### src/rtl/elevator_disp_pkg.sv
// Shared codes, segment patterns and converter state type for the elevator
// floor/direction display.
package elevator_disp_pkg;

  localparam logic [1:0] DIR_IDLE = 2'b00;
  localparam logic [1:0] DIR_UP   = 2'b01;
  localparam logic [1:0] DIR_DOWN = 2'b10;

  localparam int BCD_NIBBLES = 4;
  localparam int BCD_W       = 4 * BCD_NIBBLES;

  // Active-low patterns, bit 0 = segment a ... bit 6 = segment g.
  localparam logic [6:0] SEG_0     = 7'b1000000;
  localparam logic [6:0] SEG_1     = 7'b1111001;
  localparam logic [6:0] SEG_2     = 7'b0100100;
  localparam logic [6:0] SEG_3     = 7'b0110000;
  localparam logic [6:0] SEG_4     = 7'b0011001;
  localparam logic [6:0] SEG_5     = 7'b0010010;
  localparam logic [6:0] SEG_6     = 7'b0000010;
  localparam logic [6:0] SEG_7     = 7'b1111000;
  localparam logic [6:0] SEG_8     = 7'b0000000;
  localparam logic [6:0] SEG_9     = 7'b0010000;
  localparam logic [6:0] SEG_BLANK = 7'b1111111;
  localparam logic [6:0] SEG_DASH  = 7'b0111111;
  localparam logic [6:0] SEG_UP    = 7'b1011100;
  localparam logic [6:0] SEG_DOWN  = 7'b1100011;

  typedef enum logic [1:0] {
    ST_IDLE  = 2'b00,
    ST_SHIFT = 2'b01,
    ST_LOAD  = 2'b10
  } conv_state_t;

  function automatic logic [6:0] seg_digit(input logic [3:0] d);
    case (d)
      4'd0:    return SEG_0;
      4'd1:    return SEG_1;
      4'd2:    return SEG_2;
      4'd3:    return SEG_3;
      4'd4:    return SEG_4;
      4'd5:    return SEG_5;
      4'd6:    return SEG_6;
      4'd7:    return SEG_7;
      4'd8:    return SEG_8;
      4'd9:    return SEG_9;
      default: return SEG_DASH;
    endcase
  endfunction

  function automatic logic [6:0] seg_dir(input logic [1:0] dir);
    case (dir)
      DIR_UP:   return SEG_UP;
      DIR_DOWN: return SEG_DOWN;
      DIR_IDLE: return SEG_DASH;
      default:  return SEG_DASH;
    endcase
  endfunction

endpackage

### src/rtl/elevator_display_ctrl_bin2bcd_seq.sv
// Sequential double-dabble binary-to-BCD converter: one shift-and-adjust step
// per clock, FLOOR_W steps per conversion, result held while in LOAD.
module bin2bcd_seq
  import elevator_disp_pkg::*;
#(
  parameter int FLOOR_W = 6
) (
  input  logic               clk,
  input  logic               reset,
  input  logic               start,
  input  logic [FLOOR_W-1:0] din,
  output logic               busy,
  output logic               done,
  output logic [BCD_W-1:0]   bcd
);

  localparam logic [3:0] CNT_LAST = 4'(FLOOR_W - 1);

  conv_state_t        state_r;
  logic [FLOOR_W-1:0] bin_r;
  logic [BCD_W-1:0]   bcd_r;
  logic [BCD_W-1:0]   adj_s;
  logic [3:0]         cnt_r;

  // Add 3 to every nibble that would overflow past 9 on the next shift.
  always_comb begin
    adj_s = bcd_r;
    for (int i = 0; i < BCD_NIBBLES; i++) begin
      if (bcd_r[i*4 +: 4] >= 4'd5) begin
        adj_s[i*4 +: 4] = bcd_r[i*4 +: 4] + 4'd3;
      end else begin
        adj_s[i*4 +: 4] = bcd_r[i*4 +: 4];
      end
    end
  end

  // Conversion FSM and shift register.
  always_ff @(posedge clk) begin
    if (reset) begin
      state_r <= ST_IDLE;
      bin_r   <= '0;
      bcd_r   <= '0;
      cnt_r   <= 4'd0;
    end else begin
      case (state_r)
        ST_IDLE: begin
          if (start) begin
            bin_r   <= din;
            bcd_r   <= '0;
            cnt_r   <= 4'd0;
            state_r <= ST_SHIFT;
          end
        end
        ST_SHIFT: begin
          {bcd_r, bin_r} <= {adj_s[BCD_W-2:0], bin_r, 1'b0};
          cnt_r          <= cnt_r + 4'd1;
          if (cnt_r == CNT_LAST) begin
            state_r <= ST_LOAD;
          end
        end
        ST_LOAD: state_r <= ST_IDLE;
        default: state_r <= ST_IDLE;
      endcase
    end
  end

  assign busy = (state_r != ST_IDLE);
  assign done = (state_r == ST_LOAD);
  assign bcd  = bcd_r;

endmodule

### src/rtl/elevator_display_ctrl.sv
// Multiplexed elevator display: decimal floor digits plus a direction glyph,
// scanned one position at a time, and a door/alarm LED.
module elevator_display_ctrl
  import elevator_disp_pkg::*;
#(
  parameter int FLOOR_W   = 6,
  parameter int DIGITS    = 2,
  parameter int SCAN_DIV  = 16,
  parameter int BLINK_DIV = 64
) (
  input  logic               clk,
  input  logic               reset,
  input  logic [FLOOR_W-1:0] current_floor,
  input  logic [1:0]         direction,
  input  logic               open,
  input  logic               alarm,
  output logic [6:0]         seg,
  output logic [DIGITS:0]    an,
  output logic               led,
  output logic               busy
);

  localparam int PW      = $clog2(DIGITS + 1);
  localparam int PRESC_W = $clog2(SCAN_DIV);
  localparam int BLINK_W = $clog2(BLINK_DIV);
  localparam logic [PW-1:0]      POS_LAST   = PW'(DIGITS);
  localparam logic [PRESC_W-1:0] PRESC_LAST = PRESC_W'(SCAN_DIV - 1);
  localparam logic [BLINK_W-1:0] BLINK_LAST = BLINK_W'(BLINK_DIV - 1);

  logic [FLOOR_W-1:0]  last_r;
  logic                start_s;
  logic                conv_busy_s;
  logic                conv_done_s;
  logic [BCD_W-1:0]    bcd_s;
  logic [DIGITS*4-1:0] digits_r;
  logic                over_r;
  logic [PRESC_W-1:0]  presc_r;
  logic [PW-1:0]       pos_r;
  logic [PW-1:0]       pos_next_s;
  logic [DIGITS-1:0]   blank_s;
  logic                lead_nz_s;
  logic [6:0]          slot_seg_s [DIGITS+1];
  logic [6:0]          seg_r;
  logic [DIGITS:0]     an_r;
  logic                led_r;
  logic                alarm_q_r;
  logic [BLINK_W-1:0]  blink_cnt_r;

  assign start_s = ~conv_busy_s & (current_floor != last_r);

  bin2bcd_seq #(.FLOOR_W(FLOOR_W)) u_bin2bcd (
    .clk   (clk),
    .reset (reset),
    .start (start_s),
    .din   (current_floor),
    .busy  (conv_busy_s),
    .done  (conv_done_s),
    .bcd   (bcd_s)
  );

  // Remember the value being converted and latch finished results.
  always_ff @(posedge clk) begin
    if (reset) begin
      last_r   <= '0;
      digits_r <= '0;
      over_r   <= 1'b0;
    end else begin
      if (start_s) begin
        last_r <= current_floor;
      end
      if (conv_done_s) begin
        digits_r <= bcd_s[DIGITS*4-1:0];
        over_r   <= |bcd_s[BCD_W-1:DIGITS*4];
      end
    end
  end

  // Next scan position, leading-zero blanking and per-position glyphs.
  always_comb begin
    if (presc_r == PRESC_LAST) begin
      if (pos_r == POS_LAST) begin
        pos_next_s = '0;
      end else begin
        pos_next_s = pos_r + PW'(1);
      end
    end else begin
      pos_next_s = pos_r;
    end
    lead_nz_s = 1'b0;
    blank_s   = '0;
    for (int d = DIGITS - 1; d >= 1; d--) begin
      lead_nz_s  = lead_nz_s | (digits_r[d*4 +: 4] != 4'd0);
      blank_s[d] = ~lead_nz_s;
    end
    slot_seg_s[0] = seg_dir(direction);
    for (int d = 0; d < DIGITS; d++) begin
      if (over_r) begin
        slot_seg_s[d+1] = SEG_DASH;
      end else if (blank_s[d]) begin
        slot_seg_s[d+1] = SEG_BLANK;
      end else begin
        slot_seg_s[d+1] = seg_digit(digits_r[d*4 +: 4]);
      end
    end
  end

  // Scan prescaler and registered anode/segment drive.
  always_ff @(posedge clk) begin
    if (reset) begin
      presc_r <= '0;
      pos_r   <= '0;
      an_r    <= {{DIGITS{1'b1}}, 1'b0};
      seg_r   <= SEG_DASH;
    end else begin
      presc_r <= (presc_r == PRESC_LAST) ? '0 : presc_r + PRESC_W'(1);
      pos_r   <= pos_next_s;
      an_r    <= ~({{DIGITS{1'b0}}, 1'b1} << pos_next_s);
      seg_r   <= slot_seg_s[pos_next_s];
    end
  end

  // Door LED, overridden by a blink that restarts high on each alarm rise.
  always_ff @(posedge clk) begin
    if (reset) begin
      led_r       <= 1'b0;
      alarm_q_r   <= 1'b0;
      blink_cnt_r <= '0;
    end else begin
      alarm_q_r <= alarm;
      if (!alarm) begin
        led_r       <= open;
        blink_cnt_r <= '0;
      end else if (!alarm_q_r) begin
        led_r       <= 1'b1;
        blink_cnt_r <= '0;
      end else if (blink_cnt_r == BLINK_LAST) begin
        led_r       <= ~led_r;
        blink_cnt_r <= '0;
      end else begin
        blink_cnt_r <= blink_cnt_r + BLINK_W'(1);
      end
    end
  end

  assign seg  = seg_r;
  assign an   = an_r;
  assign led  = led_r;
  assign busy = conv_busy_s;

endmodule

### config.mk
export PLATFORM = sky130hd
export DESIGN_NAME = elevator_display_ctrl
export DESIGN_NICKNAME = d
export VERILOG_FILES = /design/src/rtl/elevator_disp_pkg.sv /design/src/rtl/elevator_display_ctrl_bin2bcd_seq.sv /design/src/rtl/elevator_display_ctrl.sv
export SDC_FILE = /design/constraint.sdc
export NUM_CORES = 1
export LEC_CHECK = 0
export ABC_CLOCK_PERIOD_IN_PS = 3400
export CORE_UTILIZATION = 64
export CTS_BUF_LIST = sky130_fd_sc_hd__clkbuf_4 sky130_fd_sc_hd__clkbuf_8 sky130_fd_sc_hd__clkbuf_16
export DETAILED_ROUTE_END_ITERATION = 16
export DONT_BUFFER_PORTS = 1
export HOLD_SLACK_MARGIN = 0.12
export PLACE_DENSITY = 0.81
export SYNTH_ARGS = -nofsm -noshare
export SYNTH_HDL_FRONTEND = slang
export SYNTH_HIERARCHICAL = 1
export SYNTH_SLANG_ARGS = --single-unit
### constraint.sdc
create_clock -name clk -period 3.4 [get_ports clk]
set_input_delay 0.34 -clock clk [delete_from_list [all_inputs] [get_ports clk]]
set_output_delay 0.34 -clock clk [all_outputs]
set_load 0.03 [all_outputs]
Yosys cells after proc, flatten, opt, wreduce, memory -nomap -nowiden
Memories as Yosys holds them, arrays and structs flattened. A register that Yosys moved wholly into a read port is not among the register bits.
Index checks and enable logic that the tools add are counted.
- register bits after elaboration: 67
- memory bits (read-only): 224
- bits of input ports: 12
- output and inout bits: 12
- word-level logic and storage cells: 87
- memories: 2
- memory list (memory ; depth ; bits a word ; rd ports ; clocked after memory_dff ; write ports ; line ; text):
    (name not given) ; 16 ; 7 ; 1 ; 1 ; 0 ; elevator_disp_pkg.sv:35 ; case (d)
    (name not given) ; 16 ; 7 ; 1 ; 1 ; 0 ; elevator_disp_pkg.sv:35 ;
- add/subtract/negate cells: 8
- magnitude comparators: 5
- equal/unequal tests: 12
- shift-type cells: 1
- muxes and demuxes: 29
- bitwise logic cells: 7
- reduce and logical (&&, ||, !) cells: 9
- operators by type and width (operator ; number):
    7-bit 2-to-1 mux ; 5
    4-bit 2-to-1 mux ; 8
    16-bit one-hot mux with 2 select lines ; 1
    4-bit by 3-bit greater-or-equal comparator with 1-bit output (second input constant) ; 4
    16-bit 2-to-1 mux ; 1
    7-bit binary-select mux with 2-bit select ; 1
    7-bit one-hot mux with 2 select lines ; 1
    4-bit by 2-bit adder with 4-bit output (second input constant) ; 3
    6-bit one-hot mux with 2 select lines ; 1
    4-bit by 1-bit adder with 4-bit output (second input constant) ; 2
    2-bit 2-to-1 mux ; 4
    4-bit one-hot mux with 2 select lines ; 1
    8-bit OR reduction ; 1
    6-bit by 1-bit adder with 6-bit output (second input constant) ; 1
    2-bit == test (second input constant) ; 3
    6-bit == test (second input constant) ; 1
    6-bit 2-to-1 mux ; 1
    6-bit inequality test ; 1
    2-bit by 1-bit == test with 1-bit output (second input constant) ; 2
    4-bit by 3-bit == test with 1-bit output (second input constant) ; 1
    4-bit == test (second input constant) ; 1
    1-bit NOT ; 4
    2-bit one-hot mux with 2 select lines ; 1
    2-bit AND reduction ; 2
    17 further kinds ; 20

Longest topological paths before layout
Gate-level depths: netlist (run 1).
- depth in word-level cells: 7
- depth in mapped cells: 10
- mapped depth without buffers: 8

By module
Netlist (run 1), hierarchy kept.
- by module, submodules not included (module ; instances ; cells each ; area an instance (um^2) ; seq. area each (um^2)):
    elevator_display_ctrl ; 1 ; 258 ; 2423.6 ; 1061.0
    bin2bcd_seq ; 1 ; 169 ; 1431.4 ; 560.5

Worst setup path before layout (run 1)
No wires, ideal clock.
- path type: flip-flop to flip-flop
- start: register u_bin2bcd.state_r[1]
- end: register u_bin2bcd.bcd_r[10] (netlist: u_bin2bcd/bcd[10])
- library setup time: 0.117 ns
- arrival: 2.071 ns
- data required time: 3.283 ns
- setup slack: 1.212 ns
- cell stages (with the launch flop): 11
- path buffers: 4
- period minus slack after synthesis: 2.188 ns
- cell sequence: dfxtp_1 buf_2 or2_2 clkbuf_1 a21oi_1 buf_2 nor2_1 nor2_2 nor2_1 buf_2 a22o_1
- longest elaborated chain between the ends: 5
- elaborated cells between the ends (all ways): 9
- those cells by class: eq/ne: 2; mux: 1; bitwise: 2; reduce/logical: 4
- RTL lines (element ; line ; text):
    start, declared ; elevator_display_ctrl_bin2bcd_seq.sv:19 ; conv_state_t state_r;
    start signal, assigned ; elevator_display_ctrl_bin2bcd_seq.sv:40 ; state_r <= ST_IDLE;
    start signal, assigned ; elevator_display_ctrl_bin2bcd_seq.sv:51 ; state_r <= ST_SHIFT;
    start signal, assigned ; elevator_display_ctrl_bin2bcd_seq.sv:58 ; state_r <= ST_LOAD;
    2-bit nonzero test ; elevator_display_ctrl_bin2bcd_seq.sv:67 ; assign busy = (state_r != ST_IDLE);
    named net busy ; elevator_display_ctrl.sv:20 ; output logic busy
    1-bit NOT ; elevator_display_ctrl.sv:49 ; assign start_s = ~conv_busy_s & (current_floor != last_r);
    1-bit AND ; elevator_display_ctrl.sv:49 ;
    named net start_s ; elevator_display_ctrl.sv:31 ; logic start_s;
    2-bit inequality test (no source line) ; -- ;
    2-bit AND reduction (no source line) ; -- ;
    end signal, assigned ; elevator_display_ctrl_bin2bcd_seq.sv:55 ; {bcd_r, bin_r} <= {adj_s[BCD_W-2:0], bin_r, 1'b0};
    end, declared ; elevator_display_ctrl_bin2bcd_seq.sv:21 ; logic [BCD_W-1:0] bcd_r;
The timed path passes the listed nets, and every way through them passes these cells.
A chain may end at the register's enable or synchronous reset.

Final worst setup path (run 1)
- start: register u_bin2bcd.state_r[0]
- end: register u_bin2bcd.bcd_r[9] (netlist: u_bin2bcd/bcd[9])
Same word-level chain as after synthesis.

==> report_table.html, run 1 <==
<table>
<tr><th>Metric</th><th>Value</th></tr>
<tr><th colspan="2">Status</th></tr>
<tr><td>Run status</td><td>complete, no violations</td></tr>
<tr><th colspan="2">Detailed routing</th></tr>
<tr><td>Sum of routed wire length over all layers</td><td>6970 um</td></tr>
<tr><td>Via density per instance</td><td>~5.8</td></tr>
<tr><td>Detailed Routing Iterations Pass 1</td><td>4</td></tr>
<tr><td>First DRT Iteration DRCs</td><td>126</td></tr>
<tr><td>DRC violation count after routing</td><td>0</td></tr>
<tr><td>Antenna Violating Nets Remaining</td><td>0</td></tr>
<tr><td>Routed len/inst</td><td>approximately 14 um</td></tr>
<tr><td>Via count</td><td>~2900</td></tr>
<tr><th colspan="2">Cells and area</th></tr>
<tr><td>Design area</td><td>4030 um2</td></tr>
<tr><td>Cell Count, Final, Fillers Out</td><td>a little under 500</td></tr>
<tr><td>Total inserted antenna cells</td><td>0</td></tr>
<tr><td>Final net count</td><td>~460</td></tr>
<tr><td>Area added between synthesis and finish</td><td>4.64%</td></tr>
<tr><td>Layout cell share with drive strength beyond 1</td><td>0.0800</td></tr>
<tr><td>Post-layout util</td><td>0.715</td></tr>
<tr><th colspan="2">Critical path</th></tr>
<tr><td>Category of the most critical setup path</td><td>register to register</td></tr>
<tr><td>FF-to-FF setup slack</td><td>slightly above 0.9 ns</td></tr>
<tr><td>Startpoint types</td><td>register</td></tr>
<tr><td>Register-to-Register Path Depth</td><td>6</td></tr>
<tr><td>Critical path data arrival time</td><td>approximately 2.8 ns</td></tr>
<tr><td>Cell repeated most along the worst path</td><td>nor2_1</td></tr>
<tr><td>Critical Path RT</td><td>3.69 ns</td></tr>
<tr><td>Cell depth of the worst setup path</td><td>6</td></tr>
<tr><td>Worst R2R Start</td><td>u_bin2bcd/state_r[0]</td></tr>
<tr><td>Critical R2R Capture</td><td>u_bin2bcd/bcd[9]</td></tr>
<tr><td>Cell with the largest stage delay on the worst path</td><td>dfxtp_1</td></tr>
<tr><td>Critical path buffer and inverter count</td><td>0</td></tr>
<tr><td>Critical Path Sink Type</td><td>register</td></tr>
<tr><td>Cell Chain, Critical Path</td><td>or2_2 &gt; a21oi_1 &gt; nor2_1 &gt; nor2_2 &gt; nor2_1 &gt; a22o_1</td></tr>
<tr><td>Crit Path Max Fanout</td><td>17</td></tr>
<tr><td>Worst stage delay on the critical path</td><td>approximately 0.63 ns</td></tr>
<tr><td>Cell class contributing the biggest share of worst-path delay</td><td>simple AND/OR/NAND/NOR gates</td></tr>
<tr><th colspan="2">Pwr</th></tr>
<tr><td>Peak supply drop</td><td>294 uV</td></tr>
<tr><td>Leakage power total</td><td>1.63 nW</td></tr>
<tr><td>Power per standard cell area</td><td>roughly 440 nW/um2</td></tr>
<tr><th colspan="2">Floorplan</th></tr>
<tr><td>Number of top-level design ports</td><td>24</td></tr>
<tr><td>Placeable core region</td><td>5640 um2</td></tr>
<tr><td>Effective utilization at floorplan</td><td>0.683</td></tr>
<tr><td>Die width</td><td>79.6 um</td></tr>
<tr><td>Die footprint</td><td>between 6000 and 7000 um2</td></tr>
<tr><td>Std cell rows</td><td>27</td></tr>
<tr><td>Die boundary height</td><td>roughly 80 um</td></tr>
<tr><th colspan="2">CTS</th></tr>
<tr><td>Clk sink count</td><td>between 80 and 90</td></tr>
<tr><td>Clock tree from TritonCTS</td><td>built</td></tr>
<tr><td>Maximum clock path buffer count</td><td>2</td></tr>
<tr><td>Number of setup buffers added after CTS</td><td>0</td></tr>
<tr><td>Number of clock buffers inserted by TritonCTS</td><td>9</td></tr>
<tr><td>Buffer cell driving the clock tree root</td><td>clkbuf_8</td></tr>
<tr><td>Reg clk slew, reported paths</td><td>about 0.09 ns</td></tr>
<tr><td>H-tree levels</td><td>3</td></tr>
<tr><td>Clock latency reported for the late side of the worst-skew pair</td><td>~0.35 ns</td></tr>
<tr><th colspan="2">Place</th></tr>
<tr><td>Area after DPL</td><td>between 3000 and 4000 um2</td></tr>
<tr><td>Number of cells after detailed placement</td><td>approximately 480</td></tr>
<tr><td>Final GP Congestion</td><td>approximately 0.8</td></tr>
<tr><td>Count of buffers inserted at the top-level ports</td><td>0</td></tr>
<tr><td>DP HPWL</td><td>around 4800 um</td></tr>
<tr><td>Pre-CTS setup slack</td><td>~0.95 ns</td></tr>
<tr><th colspan="2">Run</th></tr>
<tr><td>Max-capacitance violation count</td><td>0</td></tr>
<tr><th colspan="2">Yosys</th></tr>
<tr><td>Number of nets produced by synthesis</td><td>between 400 and 500</td></tr>
<tr><td>Yosys top cell area share</td><td>0.421</td></tr>
<tr><td>Most repeated cell in the gate-level netlist after synthesis</td><td>dfxtp_1</td></tr>
<tr><td>Register area share after synthesis</td><td>0.421</td></tr>
<tr><td>Top post-synthesis cells by count</td><td>dfxtp_1, nor2_1, a21oi_1</td></tr>
<tr><td>Number of warnings printed during yosys synthesis</td><td>6</td></tr>
<tr><td>Top cells by area in the synthesized netlist</td><td>dfxtp_1, ha_1, nor2_1, mux2i_1, a21oi_1</td></tr>
<tr><td>Post-Syn Area per Cell</td><td>about 9 um2</td></tr>
<tr><td>Flop and latch count out of synthesis</td><td>81</td></tr>
<tr><td>Count of flip-flops with a built-in enable after synthesis</td><td>0</td></tr>
<tr><td>Share of async-settable or async-resettable flops after synthesis</td><td>0</td></tr>
<tr><td>Library cell with the largest summed area after synthesis</td><td>dfxtp_1</td></tr>
<tr><td>Flip-flop cell with the highest count after synthesis</td><td>dfxtp_1</td></tr>
<tr><td>Combined area of all synthesized cells</td><td>a little under 4000 um2</td></tr>
<tr><td>Instance count of the mapped netlist</td><td>~430</td></tr>
<tr><td>Number of distinct standard cells referenced by the synthesized netlist</td><td>47</td></tr>
<tr><th colspan="2">STA</th></tr>
<tr><td>Slew at the pin closest to its max-slew limit</td><td>between 1 and 1.5 ns</td></tr>
<tr><td>Final-report hold violation count</td><td>0</td></tr>
<tr><td>Setup TNS</td><td>0 ns</td></tr>
<tr><td>Final Cycle Share</td><td>0.733</td></tr>
<tr><td>Number of pins with negative max-slew slack in the final report</td><td>0</td></tr>
<tr><td>Headroom to the max-slew limit</td><td>0.201</td></tr>
<tr><td>RSZ-0062 raised after global routing</td><td>no</td></tr>
<tr><td>Setup slack after layout</td><td>slightly above 0.9 ns</td></tr>
<tr><td>Minimum period implied by the final worst setup slack</td><td>~2.5 ns</td></tr>
<tr><td>Peak clock frequency supported by timing</td><td>around 400 MHz</td></tr>
<tr><td>Final-report setup violation count</td><td>0</td></tr>
<tr><td>Layout Skew</td><td>between 0.01 and 0.015 ns</td></tr>
<tr><th colspan="2">Global routing</th></tr>
<tr><td>Vias in the first global route</td><td>between 2000 and 3000</td></tr>
<tr><td>Wire length of the first global-routing pass</td><td>between 10000 and 15000 um</td></tr>
<tr><td>Overall routing resource usage</td><td>0.240</td></tr>
<tr><td>Initial antenna violation count</td><td>0</td></tr>
<tr><td>Pin count of the biggest net entering global routing</td><td>32</td></tr>
<tr><td>Gr ovfl total</td><td>0</td></tr>
<tr><th colspan="2">Worst hold path</th></tr>
<tr><td>Number of cells traversed by the worst hold path</td><td>2</td></tr>
<tr><td>Capture endpoint of the worst hold path</td><td>last_r[0]</td></tr>
<tr><td>HP Class</td><td>input port to register</td></tr>
<tr><td>Launch point of the worst hold path</td><td>current_floor[0]</td></tr>
</table>
[area by class of cell]
cell class / instances / area (um2)
fillers: 434 / 1610
flip-flops and latches: 81 / 1620
multi-input cells: 298 / 1990
clock inverters: 4 / 30.0
clock buffers: 12 / 146
repair buffers: 3 / 27.5
inverters: 27 / 126
well taps: 72 / 90.1
[how the worst max path moves through the flow]
stage                                    start                end  slack [ns]
after global placement    u_bin2bcd/state_r[0]   u_bin2bcd/bcd[1]        1.06
after floorplan           u_bin2bcd/state_r[1]  u_bin2bcd/bcd[10]        1.21
after detailed placement  u_bin2bcd/state_r[0]   u_bin2bcd/bcd[9]        0.95
after CTS                 u_bin2bcd/state_r[0]   u_bin2bcd/bcd[1]        0.94
final                     u_bin2bcd/state_r[0]   u_bin2bcd/bcd[9]        0.91
after global routing      u_bin2bcd/state_r[0]   u_bin2bcd/bcd[8]        0.69
[routing by layer]
metal	GRT usage	up-vias	part of all wire
met5	0	-	0
met4	0.100	0	0.013
met3	0.0446	8	0.041
met2	0.418	63	0.48
met1	0.287	1335	0.47
li1	-	1453	-
[through the flow]
step	total power [mW]	hold slack (ns)
floorplan	1.13	0.418
global placement	1.13	0.414
detailed placement	1.14	0.416
CTS	1.76	0.131
global route	1.83	0.139
finish	1.75	0.149
[worst reg2reg max path, delay by kind of cell (launching register included)]
| kind | cells | cell delay [ns] |
|---|---|---|
| simple gates | 4 | 1.34 |
| flops | 1 | 0.63 |
| compound gates | 2 | 0.47 |
[kinds of logic after synthesis]
logic type               share of synthesized area
flip-flops                                   0.421
AO/OA/AOI/OAI                                0.139
XOR/XNOR                                    0.0454
multiplexers                                0.0630
adder cells (fa/ha/maj)                     0.0779
AND/OR/NAND/NOR                              0.192
buffers and inverters                       0.0626
[placed cells by master (no fill, tap or decap), types with 7 or more instances in the layout]
cell type / synthesis / final
dfxtp_1: 81 / 81
nor2_1: 69 / 69
a21oi_1: 30 / 30
inv_1: 25 / 25
ha_1: 24 / 24
mux2i_1: 22 / 22
o21ai_0: 15 / 15
xor2_1: 11 / 11
nand2_1: 11 / 11
a22o_1: 11 / 11
nor3_1: 10 / 10
xnor2_1: 9 / 9
nand3_1: 9 / 9
clkbuf_8: 0 / 9
nor2b_1: 8 / 8
or2_2: 7 / 7
nand2b_1: 7 / 7
[report_power, final]
group | internal, mW | total (mW) | switching (mW) | leakage [nW]
sequential | 0.975 | 1.01 | 0.0337 | 0.659
clock | 0.292 | 0.630 | 0.339 | 0.0908
combinational | 0.0467 | 0.116 | 0.0691 | 0.883
total | 1.31 | 1.75 | 0.441 | 1.63
[what timing repair did]
action | CTS | global route
hold buffers | 2 | 0
gates resized for setup | 0 | 0
endpoints found under the hold margin | 31 | 0
setup endpoints to repair | 0 | 0
(Power assumes the default switching activity.)
==> run 2, diff against run 1 <==
- ABC_CLOCK_PERIOD_IN_PS: 3400 -> 2000
- CORE_UTILIZATION: 64 -> 57
- PLACE_DENSITY: 0.81 -> 0.76
- clock period: 3.4 -> 2 ns (I/O delays scaled with it)
==> run 2 against run 1 <==
The flow now finishes with violations (DRC). Critical path depth grew 1. Design area is 5.6% higher. Global-route usage down 1.6 points. Utilization shrank 5.2 points. Largest cell class unchanged. Highest routed layer unchanged.
==> report_table.html, run 2 (synthesis results as in run 1) <==
<table>
<tr><th>Metric</th><th>Value</th></tr>
<tr><th colspan="2">Status</th></tr>
<tr><td>Run status</td><td>complete, but fails checks (was complete, no violations)</td></tr>
<tr><td>Violations in the final reports</td><td>DRC</td></tr>
<tr><th colspan="2">Floorplan</th></tr>
<tr><td>Std cell rows</td><td>29 (was 27)</td></tr>
<tr><td>Placeable core region</td><td>6420 um2 (was 5640 um2)</td></tr>
<tr><td>Effective utilization at floorplan</td><td>0.600 (was 0.683)</td></tr>
<tr><td>Die footprint</td><td>7100 um2 (was 6340 um2)</td></tr>
<tr><td>Die boundary height</td><td>84.2 um (was 79.6 um)</td></tr>
<tr><td>Die width</td><td>84.2 um (was 79.6 um)</td></tr>
<tr><td>Number of top-level design ports</td><td>24 (unchanged)</td></tr>
<tr><th colspan="2">STA</th></tr>
<tr><td>Slew at the pin closest to its max-slew limit</td><td>0.767 ns (was 1.19 ns)</td></tr>
<tr><td>Number of pins with negative max-slew slack in the final report</td><td>0 (unchanged)</td></tr>
<tr><td>Final-report setup violation count</td><td>0 (unchanged)</td></tr>
<tr><td>RSZ-0062 raised after global routing</td><td>no (unchanged)</td></tr>
<tr><td>Minimum period implied by the final worst setup slack</td><td>1.85 ns (was 2.49 ns)</td></tr>
<tr><td>Layout Skew</td><td>0.00719 ns (was 0.0139 ns)</td></tr>
<tr><td>Final Cycle Share</td><td>0.925 (was 0.733)</td></tr>
<tr><td>Peak clock frequency supported by timing</td><td>541 MHz (was 401 MHz)</td></tr>
<tr><td>Headroom to the max-slew limit</td><td>0.487 (was 0.201)</td></tr>
<tr><td>Setup TNS</td><td>0 ns (unchanged)</td></tr>
<tr><td>Final-report hold violation count</td><td>0 (unchanged)</td></tr>
<tr><th colspan="2">CTS</th></tr>
<tr><td>Number of setup buffers added after CTS</td><td>0 (unchanged)</td></tr>
<tr><td>Maximum clock path buffer count</td><td>2 (unchanged)</td></tr>
<tr><td>Reg clk slew, reported paths</td><td>0.08 ns (was 0.09 ns)</td></tr>
<tr><td>Clk sink count</td><td>81 (unchanged)</td></tr>
<tr><td>Buffer cell driving the clock tree root</td><td>clkbuf_8 (unchanged)</td></tr>
<tr><td>H-tree levels</td><td>3 (unchanged)</td></tr>
<tr><td>Clock latency reported for the late side of the worst-skew pair</td><td>0.36 ns (was 0.35 ns)</td></tr>
<tr><td>Clock tree from TritonCTS</td><td>built (unchanged)</td></tr>
<tr><td>Number of clock buffers inserted by TritonCTS</td><td>9 (unchanged)</td></tr>
<tr><th colspan="2">Place</th></tr>
<tr><td>DP HPWL</td><td>4850 um (was 4790 um)</td></tr>
<tr><td>Number of cells after detailed placement</td><td>495 (was 479)</td></tr>
<tr><td>Final GP Congestion</td><td>0.821 (was 0.784)</td></tr>
<tr><td>Count of buffers inserted at the top-level ports</td><td>0 (unchanged)</td></tr>
<tr><th colspan="2">Pwr</th></tr>
<tr><td>Power per standard cell area</td><td>771 nW/um2 (was 435 nW/um2)</td></tr>
<tr><td>Peak supply drop</td><td>568 uV (was 294 uV)</td></tr>
<tr><td>Leakage power total</td><td>1.74 nW (was 1.63 nW)</td></tr>
<tr><th colspan="2">Critical path</th></tr>
<tr><td>Critical path data arrival time</td><td>2.14 ns (was 2.78 ns)</td></tr>
<tr><td>Critical Path RT</td><td>2.29 ns (was 3.69 ns)</td></tr>
<tr><td>Setup crit start</td><td>last_r[4] (was u_bin2bcd/state_r[0])</td></tr>
<tr><td>Category of the most critical setup path</td><td>register to register (unchanged)</td></tr>
<tr><td>Last element of the critical path</td><td>u_bin2bcd/bcd[14] (was u_bin2bcd/bcd[9])</td></tr>
<tr><td>Critical R2R Capture</td><td>u_bin2bcd/bcd[14] (was u_bin2bcd/bcd[9])</td></tr>
<tr><td>Register-to-Register Path Depth</td><td>7 (was 6)</td></tr>
<tr><td>FF-to-FF setup slack</td><td>0.15 ns (was 0.91 ns)</td></tr>
<tr><td>Worst R2R Start</td><td>last_r[4] (was u_bin2bcd/state_r[0])</td></tr>
<tr><td>Crit Path Max Fanout</td><td>11 (was 17)</td></tr>
<tr><td>Startpoint types</td><td>register (unchanged)</td></tr>
<tr><td>Critical Path Sink Type</td><td>register (unchanged)</td></tr>
<tr><th colspan="2">Cells and area</th></tr>
<tr><td>Area added between synthesis and finish</td><td>10.5% (was 4.64%)</td></tr>
<tr><td>Leading cell type in the layout, fill and taps excluded</td><td>dfxtp_1 (unchanged)</td></tr>
<tr><td>Layout cell share with drive strength beyond 1</td><td>0.120 (was 0.0800)</td></tr>
<tr><td>Most frequent cells in the layout</td><td>dfxtp_1, nor2_1, a21oi_1 (unchanged)</td></tr>
<tr><td>Final net count</td><td>472 (was 456)</td></tr>
<tr><td>Cell Count, Final, Fillers Out</td><td>518 (was 497)</td></tr>
<tr><td>Fill count</td><td>519 (was 434)</td></tr>
<tr><td>Total inserted antenna cells</td><td>0 (unchanged)</td></tr>
<tr><th colspan="2">Detailed routing</th></tr>
<tr><td>Via density per instance</td><td>5.75 (about the same)</td></tr>
<tr><td>Routed len/inst</td><td>14.2 um (was 14.0 um)</td></tr>
<tr><td>Via count</td><td>2977 (was 2859)</td></tr>
<tr><td>Sum of routed wire length over all layers</td><td>7350 um (was 6970 um)</td></tr>
<tr><td>Antenna Violating Nets Remaining</td><td>0 (unchanged)</td></tr>
<tr><td>DRC violation count after routing</td><td>6 (was 0)</td></tr>
<tr><td>First DRT Iteration DRCs</td><td>109 (was 126)</td></tr>
<tr><td>Detailed Routing Iterations Pass 1</td><td>10 (was 4)</td></tr>
<tr><th colspan="2">Global routing</th></tr>
<tr><td>Vias in the first global route</td><td>2837 (was 2663)</td></tr>
<tr><td>Pin count of the biggest net entering global routing</td><td>48 (was 32)</td></tr>
<tr><td>Wire length of the first global-routing pass</td><td>12500 um (was 11800 um)</td></tr>
<tr><td>Overall routing resource usage</td><td>0.224 (was 0.240)</td></tr>
<tr><td>Gr ovfl total</td><td>0 (unchanged)</td></tr>
<tr><td>Initial antenna violation count</td><td>0 (unchanged)</td></tr>
<tr><th colspan="2">Run</th></tr>
<tr><td>Max-capacitance violation count</td><td>0 (unchanged)</td></tr>
<tr><th colspan="2">Worst hold path</th></tr>
<tr><td>HP Class</td><td>input port to register (unchanged)</td></tr>
</table>
run 2: changes by cell type in the layout (fill, tap and decap cells not counted), sizes merged:
| cell | delta |
|---|---|
| buf | +12 |
| bufinv | +2 |
| clkinv | -1 |
| dlygate4sd3 | +4 |
| clkbuf | -1 |
run 2: timing repair:
| action | CTS | global route |
|---|---|---|
| pin swaps | 0 | 1 |
| hold buffers | 7 | 0 |
| endpoints found under the hold margin | 47 | 0 |
| gates resized for setup | 1 | 6 |
| endpoints found under the setup margin | 9 | 7 |
run 2: how the worst min path moves through the flow:
stage	from	endpoint	slack, ns	cells past startpoint
after global placement	reset	presc_r[3]	0.27	1
after floorplan	alarm	led	0.31	1
after detailed placement	reset	u_bin2bcd/bcd[7]	0.28	1
after global routing	reset	digits_r[6]	0.14	2
after CTS	current_floor[3]	u_bin2bcd/bin_r[3]	0.13	4
final	reset	last_r[0]	0.15	2
run 2: metrics by stage:
| step | hold slack (ns) | util | area [um2] | setup WS [ns] | power, mW |
|---|---|---|---|---|---|
| floorplan | 0.309 | - | 3880 | 0.00152 | 1.92 |
| global placement | 0.275 | 0.612 | 3930 | 0.0357 | 1.95 |
| detailed placement | 0.277 | 0.612 | 3930 | 0.000720 | 1.95 |
| CTS | 0.129 | 0.661 | 4240 | 0.107 | 3.31 |
| global route | 0.142 | 0.663 | 4260 | 0.00578 | 3.41 |
| finish | 0.145 | 0.663 | 4260 | 0.150 | 3.29 |
run 2: layout make-up:
| class | count | area, um2 | share of cell area |
|---|---|---|---|
| multi-input combinational | 298 | 2010 | 0.472 |
| sequential | 81 | 1620 | 0.381 |
| timing repair buffer | 19 | 174 | 0.0408 |
| clock buffer | 11 | 151 | 0.0355 |
| inverter | 27 | 126 | 0.0297 |
| tap | 77 | 96.3 | 0.0226 |
| clock inverter | 5 | 77.6 | 0.0182 |
run 2: report_power, final:
part	switching [mW]	internal, mW	leakage [nW]	total [mW]
combinational	0.136	0.106	0.963	0.242
clock	0.570	0.766	0.115	1.34
sequential	0.0499	1.66	0.659	1.71
total	0.757	2.53	1.74	3.29
run 2: critical path, stage by stage (launching register included):
cell and delay (ns):
dfxtp_1 0.33, xor2_1 0.18, nor4_2 0.31, a21oi_1 0.14
nor2_2 0.12, nor2_2 0.06, nor2_2 0.40, a22o_1 0.23
run 2: routing by layer:
| layer | up-vias | global-route usage | share of wire |
|---|---|---|---|
| met4 | 0 | 0.107 | 0.021 |
| met3 | 17 | 0.0619 | 0.045 |
| met1 | 1415 | 0.252 | 0.44 |
| li1 | 1485 | - | - |
| met2 | 60 | 0.391 | 0.49 |
| met5 | - | 0 | 0 |
==> run 3, diff against run 2 <==
- CORE_MARGIN: default -> 4
==> run 3 against run 2 <==
The run now ends clean. Clock power rose by 14%. Register-to-register slack got worse by 0.04 ns. Hold slack improved by 0.0040 ns. Count of clock-buffer cells in the layout fell by 1. Critical path type unchanged. Highest routed layer unchanged.
==> report_table.html, run 3 (synthesis results as in run 1) <==
<table>
<tr><th>Metric</th><th>Value</th></tr>
<tr><th colspan="2">Floorplan</th></tr>
<tr><td>Number of top-level design ports</td><td>24 (unchanged)</td></tr>
<tr><td>Die boundary height</td><td>90.2 um (was 84.2 um)</td></tr>
<tr><td>Placeable core region</td><td>6460 um2 (was 6420 um2)</td></tr>
<tr><td>Die width</td><td>90.2 um (was 84.2 um)</td></tr>
<tr><td>Effective utilization at floorplan</td><td>0.597 (was 0.600)</td></tr>
<tr><td>Die footprint</td><td>8140 um2 (was 7100 um2)</td></tr>
<tr><td>Std cell rows</td><td>29 (unchanged)</td></tr>
<tr><th colspan="2">STA</th></tr>
<tr><td>Setup slack after layout</td><td>0.109 ns (was 0.150 ns)</td></tr>
<tr><td>Layout Skew</td><td>0.00602 ns (was 0.00719 ns)</td></tr>
<tr><td>Worst Hold Margin</td><td>0.149 ns (was 0.145 ns)</td></tr>
<tr><td>Final-report hold violation count</td><td>0 (unchanged)</td></tr>
<tr><td>Number of pins with negative max-slew slack in the final report</td><td>0 (unchanged)</td></tr>
<tr><td>Final Cycle Share</td><td>0.946 (was 0.925)</td></tr>
<tr><td>Peak clock frequency supported by timing</td><td>529 MHz (was 541 MHz)</td></tr>
<tr><td>Slew at the pin closest to its max-slew limit</td><td>0.818 ns (was 0.767 ns)</td></tr>
<tr><td>Final-report setup violation count</td><td>0 (unchanged)</td></tr>
<tr><td>RSZ-0062 raised after global routing</td><td>no (unchanged)</td></tr>
<tr><td>Headroom to the max-slew limit</td><td>0.452 (was 0.487)</td></tr>
<tr><td>Minimum period implied by the final worst setup slack</td><td>1.89 ns (was 1.85 ns)</td></tr>
<tr><th colspan="2">Cells and area</th></tr>
<tr><td>Design area</td><td>4290 um2 (was 4260 um2)</td></tr>
<tr><td>Post-layout util</td><td>0.664 (was 0.663)</td></tr>
<tr><td>Area added between synthesis and finish</td><td>11.3% (was 10.5%)</td></tr>
<tr><td>Leading cell type in the layout, fill and taps excluded</td><td>dfxtp_1 (unchanged)</td></tr>
<tr><td>Total inserted antenna cells</td><td>0 (unchanged)</td></tr>
<tr><td>Final net count</td><td>471 (was 472)</td></tr>
<tr><td>Fill count</td><td>507 (was 519)</td></tr>
<tr><td>Layout cell share with drive strength beyond 1</td><td>0.114 (was 0.120)</td></tr>
<tr><td>Most frequent cells in the layout</td><td>dfxtp_1, nor2_1, a21oi_1 (unchanged)</td></tr>
<tr><th colspan="2">Place</th></tr>
<tr><td>DP HPWL</td><td>4870 um (was 4850 um)</td></tr>
<tr><td>Count of buffers inserted at the top-level ports</td><td>0 (unchanged)</td></tr>
<tr><td>Area after DPL</td><td>3920 um2 (was 3930 um2)</td></tr>
<tr><td>Final GP Congestion</td><td>0.903 (was 0.821)</td></tr>
<tr><td>Pre-CTS setup slack</td><td>-0.0243 ns (was 0.000720 ns)</td></tr>
<tr><th colspan="2">Detailed routing</th></tr>
<tr><td>Via density per instance</td><td>5.66 (was 5.75)</td></tr>
<tr><td>Sum of routed wire length over all layers</td><td>7220 um (was 7350 um)</td></tr>
<tr><td>Via count</td><td>2918 (was 2977)</td></tr>
<tr><td>Detailed Routing Iterations Pass 1</td><td>4 (was 10)</td></tr>
<tr><td>Antenna Violating Nets Remaining</td><td>0 (unchanged)</td></tr>
<tr><td>Routed len/inst</td><td>14.0 um (was 14.2 um)</td></tr>
<tr><td>DRC violation count after routing</td><td>0 (was 6)</td></tr>
<tr><td>First DRT Iteration DRCs</td><td>111 (was 109)</td></tr>
<tr><th colspan="2">Pwr</th></tr>
<tr><td>Peak supply drop</td><td>676 uV (was 568 uV)</td></tr>
<tr><td>Part of the total power dissipated in combinational logic</td><td>0.070 (was 0.074)</td></tr>
<tr><td>Clock group share of total power</td><td>0.440 (was 0.407)</td></tr>
<tr><td>Relative contribution of sequential cells to total power</td><td>0.490 (was 0.520)</td></tr>
<tr><td>Switching power share of the total</td><td>0.211 (was 0.230)</td></tr>
<tr><td>Power consumption</td><td>3.48 mW (was 3.29 mW)</td></tr>
<tr><td>Int Power</td><td>2.75 mW (was 2.53 mW)</td></tr>
<tr><td>Total net switching power</td><td>0.734 mW (was 0.757 mW)</td></tr>
<tr><td>Power per standard cell area</td><td>811 nW/um2 (was 771 nW/um2)</td></tr>
<tr><td>Leakage power total</td><td>1.75 nW (was 1.74 nW)</td></tr>
<tr><th colspan="2">Global routing</th></tr>
<tr><td>Wire length of the first global-routing pass</td><td>12800 um (was 12500 um)</td></tr>
<tr><td>Overall routing resource usage</td><td>0.189 (was 0.224)</td></tr>
<tr><td>Gr ovfl total</td><td>0 (unchanged)</td></tr>
<tr><td>Pin count of the biggest net entering global routing</td><td>47 (was 48)</td></tr>
<tr><td>Initial antenna violation count</td><td>0 (unchanged)</td></tr>
<tr><td>Vias in the first global route</td><td>2841 (was 2837)</td></tr>
<tr><th colspan="2">CTS</th></tr>
<tr><td>Number of clock buffers inserted by TritonCTS</td><td>9 (unchanged)</td></tr>
<tr><td>Maximum clock path buffer count</td><td>2 (unchanged)</td></tr>
<tr><td>Clk sink count</td><td>81 (unchanged)</td></tr>
<tr><td>H-tree levels</td><td>3 (unchanged)</td></tr>
<tr><td>Buffer cell driving the clock tree root</td><td>clkbuf_8 (unchanged)</td></tr>
<tr><td>Reg clk slew, reported paths</td><td>0.08 ns (about the same)</td></tr>
<tr><td>Clock latency reported for the late side of the worst-skew pair</td><td>0.35 ns (was 0.36 ns)</td></tr>
<tr><td>Clock tree from TritonCTS</td><td>built (unchanged)</td></tr>
<tr><td>Number of setup buffers added after CTS</td><td>0 (unchanged)</td></tr>
<tr><th colspan="2">Critical path</th></tr>
<tr><td>Critical Path Sink Type</td><td>register (unchanged)</td></tr>
<tr><td>Setup crit start</td><td>blink_cnt_r[0] (was last_r[4])</td></tr>
<tr><td>Critical Path RT</td><td>2.30 ns (was 2.29 ns)</td></tr>
<tr><td>Critical path data arrival time</td><td>2.19 ns (was 2.14 ns)</td></tr>
<tr><td>Startpoint types</td><td>register (unchanged)</td></tr>
<tr><td>Category of the most critical setup path</td><td>register to register (unchanged)</td></tr>
<tr><td>Crit Path Max Fanout</td><td>3 (was 11)</td></tr>
<tr><td>Worst R2R Start</td><td>blink_cnt_r[0] (was last_r[4])</td></tr>
<tr><th colspan="2">Worst hold path</th></tr>
<tr><td>Launch point of the worst hold path</td><td>reset (unchanged)</td></tr>
<tr><td>HP Class</td><td>input port to register (unchanged)</td></tr>
<tr><th colspan="2">Run</th></tr>
<tr><td>Max-capacitance violation count</td><td>0 (unchanged)</td></tr>
<tr><th colspan="2">Status</th></tr>
<tr><td>Run status</td><td>complete, no violations (was complete, but fails checks)</td></tr>
</table>
-- run 3: cell count changes in the layout (fill, tap and decap cells not counted), sizes merged --
cell and delta:
buf -1, bufinv +2, clkbuf -1, clkinv -2
-- run 3: through the flow --
| stage | TNS (ns) | cells |
|---|---|---|
| after floorplan | 0 | 427 |
| after global placement | 0 | 494 |
| after detailed placement | -0.187 | 494 |
| after CTS | 0 | 516 |
| after global routing | 0 | 516 |
| final | 0 | 516 |
-- run 3: critical path, stage by stage, from the launching register on --
cell and delay [ns]:
dfxtp_1 0.36, ha_2 0.20, and3_4 0.18, nand3_1 0.11, xor2_1 0.16, a311oi_1 0.26, dlygate4sd3_1 0.57
-- run 3: power by group through the flow --
stage,clock [mW],sequential (mW),combinational [mW]
2_1_floorplan,0,1.74,0.182
3_3_place_gp,0,1.74,0.205
3_5_place_dp,0,1.74,0.211
4_1_cts,1.56,1.71,0.242
5_1_grt,1.64,1.71,0.274
6_report,1.53,1.71,0.244
-- run 3: metal layers --
layer	up-vias	wire length, um	global-route usage
li1	1481	-	-
met1	1381	3370	0.224
met2	49	3540	0.318
met3	7	258	0.0651
met4	0	55	0.0689
met5	-	0	0
-- run 3: worst paths after layout --
kind         slack, ns  cells past startpoint             end
max               0.11                      6             led
min               0.15                      3        register
max reg2reg       0.11                      6             led
min reg2reg       0.47                      1  blink_cnt_r[0]
-- run 3: cell type report --
class / instances / area, um2 / area share
Clock buffer: 10 / 138 / 0.0321
Clock inverter: 5 / 128 / 0.0297
Inverter: 27 / 126 / 0.0295
Multi-Input combinational cell: 298 / 2010 / 0.470
Sequential cell: 81 / 1620 / 0.378
Tap cell: 77 / 96.3 / 0.0225
Timing Repair Buffer: 18 / 166 / 0.0388
-- run 3: timing repair --
item | in CTS | in global routing
hold endpoints to repair | 47 | 0
setup endpoints to repair | 11 | 8
pin swaps | 0 | 0
resized for setup | 1 | 6
hold buffers | 7 | 0
